## src/rtl/pong_renderer_if.sv

```systemverilog
// Video timing / pixel bus between a timing generator and the Pong renderer.
//   char_count, line_count_out : raster position from the timing generator
//   visible                    : high inside the active area
//   hsync, vsync               : sync pulses, active high
//   red, green, blue           : registered 4-bit colour channels
//   hsync_o, vsync_o           : syncs delayed to line up with the colour
// master = timing generator / sink side, slave = renderer.
interface pong_renderer_if;
    logic [11:0] char_count;
    logic [11:0] line_count_out;
    logic        visible;
    logic        hsync;
    logic        vsync;
    logic [3:0]  red;
    logic [3:0]  green;
    logic [3:0]  blue;
    logic        hsync_o;
    logic        vsync_o;

    modport master (
        output char_count, line_count_out, visible, hsync, vsync,
        input  red, green, blue, hsync_o, vsync_o
    );

    modport slave (
        input  char_count, line_count_out, visible, hsync, vsync,
        output red, green, blue, hsync_o, vsync_o
    );
endinterface

```

## src/rtl/pong_renderer.sv

```systemverilog
// Two-player Pong: game state machine plus a one-cycle pixel renderer.
//   pixel_clock    : sole clock
//   rst_n          : asynchronous active-low reset
//   video          : timing inputs in, registered colour and delayed syncs out
//   btn_*_up/dn    : asynchronous paddle buttons, active high
//   score_l/r      : BCD scores of the left/right player
// Game state advances once per frame, on the rising edge of the registered vsync.
module pong_renderer #(
    parameter int unsigned H_OFFSET     = 384,
    parameter int unsigned V_OFFSET     = 31,
    parameter int unsigned H_ACTIVE     = 1440,
    parameter int unsigned V_ACTIVE     = 900,
    parameter int unsigned BALL         = 16,
    parameter int unsigned PAD_W        = 16,
    parameter int unsigned PAD_H        = 128,
    parameter int unsigned PAD_LX       = 32,
    parameter int unsigned PAD_RX       = 1392,
    parameter int unsigned BALL_SPD     = 4,
    parameter int unsigned PAD_SPD      = 8,
    parameter int unsigned PAUSE_FRAMES = 60
) (
    input  logic            pixel_clock,
    input  logic            rst_n,
    pong_renderer_if.slave  video,
    input  logic            btn_l_up,
    input  logic            btn_l_dn,
    input  logic            btn_r_up,
    input  logic            btn_r_dn,
    output logic [3:0]      score_l,
    output logic [3:0]      score_r
);

    localparam logic [11:0] HOff      = 12'(H_OFFSET);
    localparam logic [11:0] VOff      = 12'(V_OFFSET);
    localparam logic [11:0] BallSz    = 12'(BALL);
    localparam logic [11:0] PadW      = 12'(PAD_W);
    localparam logic [11:0] PadH      = 12'(PAD_H);
    localparam logic [11:0] PadLx     = 12'(PAD_LX);
    localparam logic [11:0] PadRx     = 12'(PAD_RX);
    localparam logic [11:0] BallSpd   = 12'(BALL_SPD);
    localparam logic [11:0] PadSpd    = 12'(PAD_SPD);
    localparam logic [11:0] LeftFace  = 12'(PAD_LX + PAD_W);
    localparam logic [11:0] RightFace = 12'(PAD_RX - BALL);
    localparam logic [11:0] XMax      = 12'(H_ACTIVE - BALL);
    localparam logic [11:0] YMax      = 12'(V_ACTIVE - BALL);
    localparam logic [11:0] PadMax    = 12'(V_ACTIVE - PAD_H);
    localparam logic [11:0] ServeX    = 12'(H_ACTIVE / 2 - BALL / 2);
    localparam logic [11:0] ServeY    = 12'(V_ACTIVE / 2 - BALL / 2);
    localparam logic [11:0] PadInit   = 12'(V_ACTIVE / 2 - PAD_H / 2);
    localparam logic [11:0] NetX0     = 12'(H_ACTIVE / 2 - 2);
    localparam logic [11:0] NetX1     = 12'(H_ACTIVE / 2 + 1);
    localparam logic [7:0]  PauseLast = 8'(PAUSE_FRAMES - 1);

    typedef enum logic [1:0] {StServe, StPlay, StPause} state_e;

    function automatic logic in_box(logic [11:0] px, logic [11:0] py, logic [11:0] bx,
                                    logic [11:0] by, logic [11:0] w, logic [11:0] h);
        return (px >= bx) && (px < bx + w) && (py >= by) && (py < by + h);
    endfunction

    // Clamped paddle move; opposing buttons cancel.
    function automatic logic [11:0] pad_step(logic [11:0] p, logic up, logic dn);
        logic [11:0] r;
        r = p;
        if (up && !dn) begin
            r = (p < PadSpd) ? 12'd0 : p - PadSpd;
        end else if (dn && !up) begin
            r = (p + PadSpd > PadMax) ? PadMax : p + PadSpd;
        end
        return r;
    endfunction

    function automatic logic [3:0] bcd_inc(logic [3:0] d);
        return (d == 4'd9) ? 4'd0 : d + 4'd1;
    endfunction

    // {l_up, l_dn, r_up, r_dn}
    logic [3:0]  btn_meta_q, btn_sync_q;
    logic        hsync_q, vsync_q, vsync_prev_q;
    logic [11:0] colour_q, colour_d;
    state_e      state_q, state_d;
    logic [11:0] bx_q, bx_d, by_q, by_d, ly_q, ly_d, ry_q, ry_d;
    logic        dx_q, dx_d, dy_q, dy_d;  // dx 1 = right, dy 1 = down
    logic [7:0]  cnt_q, cnt_d;
    logic [3:0]  sl_q, sl_d, sr_q, sr_d;
    logic [11:0] x, y;
    logic        frame_tick, ovl_l, ovl_r;

    assign x          = video.char_count - HOff;
    assign y          = video.line_count_out - VOff;
    assign frame_tick = vsync_q & ~vsync_prev_q;

    // Vertical overlap of the ball with each paddle, using pre-tick positions.
    assign ovl_l = (by_q < ly_q + PadH) && (ly_q < by_q + BallSz);
    assign ovl_r = (by_q < ry_q + PadH) && (ry_q < by_q + BallSz);

    always_comb begin
        colour_d = 12'h000;
        if (video.visible) begin
            if (state_q != StPause && in_box(x, y, bx_q, by_q, BallSz, BallSz)) begin
                colour_d = 12'hFFF;
            end else if (in_box(x, y, PadLx, ly_q, PadW, PadH) ||
                         in_box(x, y, PadRx, ry_q, PadW, PadH)) begin
                colour_d = 12'h0F0;
            end else if (x >= NetX0 && x <= NetX1 && !y[4]) begin
                colour_d = 12'h888;
            end
        end
    end

    always_comb begin
        state_d = state_q;
        bx_d    = bx_q;
        by_d    = by_q;
        dx_d    = dx_q;
        dy_d    = dy_q;
        cnt_d   = cnt_q;
        sl_d    = sl_q;
        sr_d    = sr_q;
        ly_d    = ly_q;
        ry_d    = ry_q;
        if (frame_tick) begin
            ly_d = pad_step(ly_q, btn_sync_q[3], btn_sync_q[2]);
            ry_d = pad_step(ry_q, btn_sync_q[1], btn_sync_q[0]);
            unique case (state_q)
                StServe: begin
                    bx_d    = ServeX;
                    by_d    = ServeY;
                    dy_d    = 1'b1;
                    state_d = StPlay;
                end
                StPlay: begin
                    // A miss wins over any paddle check; dx is left pointing at the
                    // player who conceded so the next serve goes their way.
                    if (!dx_q && bx_q < BallSpd) begin
                        sr_d    = bcd_inc(sr_q);
                        dx_d    = 1'b0;
                        cnt_d   = 8'd0;
                        state_d = StPause;
                    end else if (dx_q && bx_q + BallSpd > XMax) begin
                        sl_d    = bcd_inc(sl_q);
                        dx_d    = 1'b1;
                        cnt_d   = 8'd0;
                        state_d = StPause;
                    end else begin
                        if (dx_q) begin
                            if (bx_q + BallSpd > RightFace && bx_q <= RightFace && ovl_r) begin
                                bx_d = RightFace;
                                dx_d = 1'b0;
                            end else begin
                                bx_d = bx_q + BallSpd;
                            end
                        end else begin
                            if (bx_q - BallSpd < LeftFace && bx_q >= LeftFace && ovl_l) begin
                                bx_d = LeftFace;
                                dx_d = 1'b1;
                            end else begin
                                bx_d = bx_q - BallSpd;
                            end
                        end
                        if (dy_q) begin
                            if (by_q + BallSpd > YMax) begin
                                by_d = YMax;
                                dy_d = 1'b0;
                            end else begin
                                by_d = by_q + BallSpd;
                            end
                        end else begin
                            if (by_q < BallSpd) begin
                                by_d = 12'd0;
                                dy_d = 1'b1;
                            end else begin
                                by_d = by_q - BallSpd;
                            end
                        end
                    end
                end
                StPause: begin
                    if (cnt_q == PauseLast) begin
                        cnt_d   = 8'd0;
                        bx_d    = ServeX;
                        by_d    = ServeY;
                        state_d = StServe;
                    end else begin
                        cnt_d = cnt_q + 8'd1;
                    end
                end
                default: state_d = StServe;
            endcase
        end
    end

    always_ff @(posedge pixel_clock or negedge rst_n) begin
        if (!rst_n) begin
            btn_meta_q   <= 4'd0;
            btn_sync_q   <= 4'd0;
            hsync_q      <= 1'b0;
            vsync_q      <= 1'b0;
            vsync_prev_q <= 1'b0;
            colour_q     <= 12'h000;
            state_q      <= StServe;
            bx_q         <= ServeX;
            by_q         <= ServeY;
            dx_q         <= 1'b1;
            dy_q         <= 1'b1;
            cnt_q        <= 8'd0;
            sl_q         <= 4'd0;
            sr_q         <= 4'd0;
            ly_q         <= PadInit;
            ry_q         <= PadInit;
        end else begin
            btn_meta_q   <= {btn_l_up, btn_l_dn, btn_r_up, btn_r_dn};
            btn_sync_q   <= btn_meta_q;
            hsync_q      <= video.hsync;
            vsync_q      <= video.vsync;
            vsync_prev_q <= vsync_q;
            colour_q     <= colour_d;
            state_q      <= state_d;
            bx_q         <= bx_d;
            by_q         <= by_d;
            dx_q         <= dx_d;
            dy_q         <= dy_d;
            cnt_q        <= cnt_d;
            sl_q         <= sl_d;
            sr_q         <= sr_d;
            ly_q         <= ly_d;
            ry_q         <= ry_d;
        end
    end

    assign video.red     = colour_q[11:8];
    assign video.green   = colour_q[7:4];
    assign video.blue    = colour_q[3:0];
    assign video.hsync_o = hsync_q;
    assign video.vsync_o = vsync_q;
    assign score_l       = sl_q;
    assign score_r       = sr_q;

endmodule

```

## src/flat_wrapper.sv

```systemverilog
// flat-port wrapper written by rule: the top's interface ports become plain ports
module pong_renderer_flat 
#(
    parameter int unsigned H_OFFSET     = 384,
    parameter int unsigned V_OFFSET     = 31,
    parameter int unsigned H_ACTIVE     = 1440,
    parameter int unsigned V_ACTIVE     = 900,
    parameter int unsigned BALL         = 16,
    parameter int unsigned PAD_W        = 16,
    parameter int unsigned PAD_H        = 128,
    parameter int unsigned PAD_LX       = 32,
    parameter int unsigned PAD_RX       = 1392,
    parameter int unsigned BALL_SPD     = 4,
    parameter int unsigned PAD_SPD      = 8,
    parameter int unsigned PAUSE_FRAMES = 60
)
  (pixel_clock, rst_n, btn_l_up, btn_l_dn, btn_r_up, btn_r_dn, score_l, score_r, video_char_count, video_line_count_out, video_visible, video_hsync, video_vsync, video_red, video_green, video_blue, video_hsync_o, video_vsync_o);
  pong_renderer_if video_i ();
  input  logic pixel_clock;
  input  logic rst_n;
  input  logic btn_l_up;
  input  logic btn_l_dn;
  input  logic btn_r_up;
  input  logic btn_r_dn;
  output logic [3:0] score_l;
  output logic [3:0] score_r;
  input wire logic [$bits(video_i.char_count)-1:0] video_char_count;
  input wire logic [$bits(video_i.line_count_out)-1:0] video_line_count_out;
  input wire logic [$bits(video_i.visible)-1:0] video_visible;
  input wire logic [$bits(video_i.hsync)-1:0] video_hsync;
  input wire logic [$bits(video_i.vsync)-1:0] video_vsync;
  output wire logic [$bits(video_i.red)-1:0] video_red;
  output wire logic [$bits(video_i.green)-1:0] video_green;
  output wire logic [$bits(video_i.blue)-1:0] video_blue;
  output wire logic [$bits(video_i.hsync_o)-1:0] video_hsync_o;
  output wire logic [$bits(video_i.vsync_o)-1:0] video_vsync_o;
  assign video_i.char_count = video_char_count;
  assign video_i.line_count_out = video_line_count_out;
  assign video_i.visible = video_visible;
  assign video_i.hsync = video_hsync;
  assign video_i.vsync = video_vsync;
  assign video_red = video_i.red;
  assign video_green = video_i.green;
  assign video_blue = video_i.blue;
  assign video_hsync_o = video_i.hsync_o;
  assign video_vsync_o = video_i.vsync_o;
  pong_renderer #(.H_OFFSET(H_OFFSET), .V_OFFSET(V_OFFSET), .H_ACTIVE(H_ACTIVE), .V_ACTIVE(V_ACTIVE), .BALL(BALL), .PAD_W(PAD_W), .PAD_H(PAD_H), .PAD_LX(PAD_LX), .PAD_RX(PAD_RX), .BALL_SPD(BALL_SPD), .PAD_SPD(PAD_SPD), .PAUSE_FRAMES(PAUSE_FRAMES)) u_core (.pixel_clock(pixel_clock), .rst_n(rst_n), .video(video_i), .btn_l_up(btn_l_up), .btn_l_dn(btn_l_dn), .btn_r_up(btn_r_up), .btn_r_dn(btn_r_dn), .score_l(score_l), .score_r(score_r));
endmodule
```

## config.mk

```make
export PLATFORM = sky130hd
export DESIGN_NAME = pong_renderer_flat
export DESIGN_NICKNAME = d
export VERILOG_FILES = /design/src/rtl/pong_renderer_if.sv /design/src/rtl/pong_renderer.sv /design/src/flat_wrapper.sv
export SDC_FILE = /design/constraint.sdc
export NUM_CORES = 1
export LEC_CHECK = 0
export BUFFER_PORTS_ARGS = -buffer_cell sky130_fd_sc_hd__buf_4
export CAP_MARGIN = 30
export CELL_PAD_IN_SITES_DETAIL_PLACEMENT = 1
export CELL_PAD_IN_SITES_GLOBAL_PLACEMENT = 2
export CORE_MARGIN = 2
export CORE_UTILIZATION = 39
export DETAILED_ROUTE_END_ITERATION = 16
export GPL_ROUTABILITY_DRIVEN = 0
export PLACE_DENSITY_LB_ADDON = 0.1
export SETUP_SLACK_MARGIN = 0.15
export SYNTH_ARGS = -nofsm -noshare
export SYNTH_HDL_FRONTEND = slang
export SYNTH_SLANG_ARGS = --single-unit
```

## constraint.sdc

```tcl
create_clock -name pixel_clock -period 3.7 [get_ports pixel_clock]
set_input_delay 0.185 -clock pixel_clock [delete_from_list [all_inputs] [get_ports pixel_clock]]
set_output_delay 0.185 -clock pixel_clock [all_outputs]
set_load 0.01 [all_outputs]
```

==> results.md <==
Routing:
- The routed length per placed instance is 20.86 µm.
- Using the TritonRoute via totals, the vias-per-cell ratio works out to 5.985.
- The post-detailed-routing wire length is 28120 µm.
- The routed via count is 8068.
- In this run, the number of DRC markers left after iteration 0 of detailed routing was 402.
- The number of remaining DRC errors is 0.
- Before antenna repair, the detailed router went through 5 iterations.
- In this run the remaining antenna-violating nets after routing total 0.

Die:
- The full die area is ~23000 µm².
- The overall die width is 152.1 µm.
- The number of core rows is 54.
- The die outline height is roughly 150 µm.
- After floorplanning, the core was sized to cover approximately 22000 µm².
- The starting density of the core is 0.3945.
- 55 I/O pins were placed.

Synthesis:
- Counting flops with a built-in enable in the synthesized netlist gives 0.
- Yosys mapped the design onto 89 distinct sky130hd cell types.
- Yosys printed 0 warnings.
- The simple logic cell fraction of the synthesized area is 0.1906.
- The complex-gate fraction of the synthesized area is 0.2498.
- The async set-reset flop share out of synthesis is 1.000.
- In the synthesized netlist, the number of instances is 999.
- The primary flip-flop cell chosen by synthesis mapping is dfrtp_1.
- The synthesized-area fraction occupied by xor and xnor cells is 0.05630.
- The average cell area after synthesis is 8.564 µm².
- The post-synthesis adder-cell area fraction is 0.2091.
- In this run the cell area of the synthesized design comes to approximately 8600 µm².
- By area, the combinational part of the netlist is dominated by compound AO/OA/AOI/OAI gates.
- The net count after synthesis is 1175.
- The flip-flop and latch count after synthesis is 78.
- After synthesis, the share of cell area in mux cells is 0.004972.
- Of the synthesized area, sequential elements account for 0.2308.

Power:
- The leakage power total is 0.004226 µW.
- The power spent charging and discharging nets is 3112 µW.
- For this design the ratio of total power to cell area is 642.7 nW/µm².
- The share of total power dissipated in the clock network is 0.149.
- The peak supply drop is approximately 0.00025 V.
- The internal power of the cells is 3143 µW.
- The share of total power dissipated in sequential elements is 0.236.
- The switching power as a share of total power is 0.4975.
- The share of total power dissipated in combinational logic is 0.615.

STA:
- For this run, the top clock speed supported by timing is 0.3005 GHz.
- The hold violation total from the final report is 0.
- The total setup violations reported at the end of the flow is 0.
- The smallest clock period supported by the final layout is computed as 3.328 ns.
- At the pin with the least slew margin, the transition time is ~0.98 ns.
- Setup repair after global routing left no endpoint under its margin.
- The number of max-slew violations in the final report is 0.
- The setup total negative slack is 0 ns.
- The headroom to the max-slew limit is 0.3416.
- The clock arrives with 0.009794 ns of skew.
- In the finished design, the share of the clock period the worst path needs comes to 0.8994.

Critical path:
- In this run the worst path has a maximum fanout of 11.
- The critical path buffer and inverter count is 1.
- Counting stages on the worst path, the most repeated cell is nor3_1.
- The signal on the critical path passes through ha_1 > nand3_1 > xnor2_1 > ha_1 > a211oi_1 > o211ai_1 > nor3_1 > o2111ai_1 > nor3_1 > buf_4 > nor3_1 > o32a_1.
- The sort of element at the start of the critical path is a register.
- The required time at the endpoint of the critical path is between 3 and 4 ns.
- At the worst endpoint, the arrival time is 3.62 ns.
- Among all stages on the critical path, the largest delay is contributed by dfstp_2.
- The delay of the slowest cell on the worst path is 0.67 ns.
- The type of the worst setup path is register to register.
- The worst setup path is captured at a register.
- Broken down by cell family, the worst path's largest delay share belongs to compound AO/OA/AOI/OAI gates.

Place:
- Detailed placement ended at an HPWL of around 22000 µm.
- After detailed placement, the total cell area comes to 9299 µm².
- In this run the tool buffered the top-level ports with 53 buffer cells.

Cells and area:
- In the final layout, the share of cells above drive strength 1 is 0.1489.
- The count of antenna diodes in the layout is 0.
- Leaving out fill and tap cells, the most frequent cell in the layout is ha_1.
- After routing the design area is roughly 10000 µm².
- Leaving out fill and tap cells, the most frequent cells in the layout are 143 x ha_1, 93 x buf_4, 68 x nand2_1, 67 x nor2_1, 62 x inv_1.
- At the end of the flow, the number of nets in the layout was between 1000 and 1500.
- The layout-stage area growth over the synthesis result is 13.75%.

Clock network:
- Clock-pin slew was measured on the worst setup and hold paths at 0.07 ns.
- The number of clock sinks seen by CTS is 78.
- The clock reaches the later pin of the worst-skew pair after about 0.36 ns.
- The number of buffers created by CTS is 9.
- The root buffer cell is clkbuf_16.
- The clock tree from TritonCTS is yes.
- The maximum level of the CTS H-tree is 3.
- No sink is reached through more buffers than the 2 on the longest clock path.

Global route:
- Entering global routing, the biggest net connects 64 pins.
- The total overflow left after global routing is 0.
- The number of global-route vias before repair is 8078.
- The all-layer global routing usage is 0.2441.
- The initial antenna violation count was 1.
- The global-route wire length before repair is 45380 µm.

Min path:
- In this run the worst hold path is classified as input port to register.

Job:
- The number of max-cap violations is 0.

Run status:
- The run finished with clean final reports.
## tightest hold or removal path, stage by stage
cell	delay, ns
buf_4	0.11
nor4b_1	0.05
o2111ai_1	0.13
nand2_1	0.06
## what timing repair did
action	CTS	global route
hold endpoints to repair	11	0
hold buffers	7	0
buffers inserted	0	7
setup endpoints to repair	0	11
gates resized for setup	0	4
## final cells by class
type                       instances  area [µm²]
fill                            2589       11960
clock buffer                      11       232.7
inverter                          66       247.7
sequential                        78        1974
timing repair buffer             100       768.2
tap                              280       350.3
clock inverter                     5       61.31
multi-input combinational        808        6097
## synth_stat cells, types with 11 or more instances
cell type / n / share of area
a211oi_1: 16 / 0.014
nor2_1: 67 / 0.029
a21o_1: 11 / 0.0097
dfstp_2: 18 / 0.055
nor2b_1: 13 / 0.0095
nand4_1: 14 / 0.010
buf_2: 13 / 0.0076
xnor2_1: 46 / 0.047
o31ai_1: 20 / 0.018
o21ai_0: 60 / 0.035
inv_1: 62 / 0.027
nor3_1: 25 / 0.015
nand2b_1: 12 / 0.0088
clkbuf_1: 21 / 0.0092
ha_1: 143 / 0.21
o21a_1: 18 / 0.016
nand3_1: 39 / 0.023
dfrtp_1: 60 / 0.18
a21oi_1: 51 / 0.030
nand2_1: 68 / 0.030
## metal layers
| metal | GRT usage | part of all wire | up-vias | routed length, µm |
|---|---|---|---|---|
| li1 | - | - | 3878 | - |
| met1 | 0.3573 | 0.50 | 4015 | 14040 |
| met2 | 0.3897 | 0.45 | 151 | 12780 |
| met3 | 0.02681 | 0.034 | 24 | 960 |
| met4 | 0.04984 | 0.012 | 0 | 332 |
| met5 | 0 | 0 | - | 0 |
## logic make-up (layout without fill, tap and decap cells)
logic type	Yosys count	count (layout)
and+or+nand+nor	306	306
AOI/OAI and AO/OA	300	300
adders and majority gates	143	143
buffers and inverters	113	182
DFF	78	78
xor gates and xnor gates	55	55
muxes	4	4
## through the flow
step             util  setup slack, ns  hold WS (ns)  instances  total power, µW
6_report       0.4487           0.3723        0.2258       1348             6255
5_1_grt        0.4487           0.1546        0.2569       1348             6815
4_1_cts        0.4455           0.2208        0.2255       1341             6237
3_5_place_dp   0.4288           0.2272        0.2959       1318             5250
3_3_place_gp   0.4288           0.3530        0.2942       1318             5183
2_1_floorplan       -           0.4174       -0.1106        999             3966
## flip-flops by register name, indices dropped and copies added, names as in the netlist, 4 cells and up
register	count
u_core.ly_q	11
u_core.bx_q	10
u_core.score_r	4
u_core.btn_meta_q	4
u_core.btn_sync_q	4
u_core.ry_q	11
u_core.by_q	11
u_core.colour_q	4
u_core.cnt_q	8
u_core.score_l	4
## path summary, 6_finish.rpt
check | start | end | slack [ns] | cells past startpoint
min in group asynchronous | rst_n | u_core.ly_q[3] | 0.49 | 2
max in group asynchronous | rst_n | u_core.by_q[7] | 2.35 | 3
setup / recovery | u_core.ly_q[8] | u_core.bx_q[3] | 0.37 | 12
setup reg to reg | u_core.ly_q[8] | u_core.bx_q[3] | 0.37 | 12
hold reg to reg | u_core.btn_meta_q[3] | u_core.btn_sync_q[3] | 0.35 | 0
hold / removal | video_char_count[5] | u_core.colour_q[3] | 0.23 | 4
## power by group through the flow
stage               combinational [µW]  sequential [µW]  clock (µW)
finish                            3850             1480         931
global route                      4320             1520         976
CTS                               3800             1490         955
detailed placement                3750             1500           0
global placement                  3690             1490           0
floorplan                         2690             1280           0
Power figures use the tool's default switching activity.
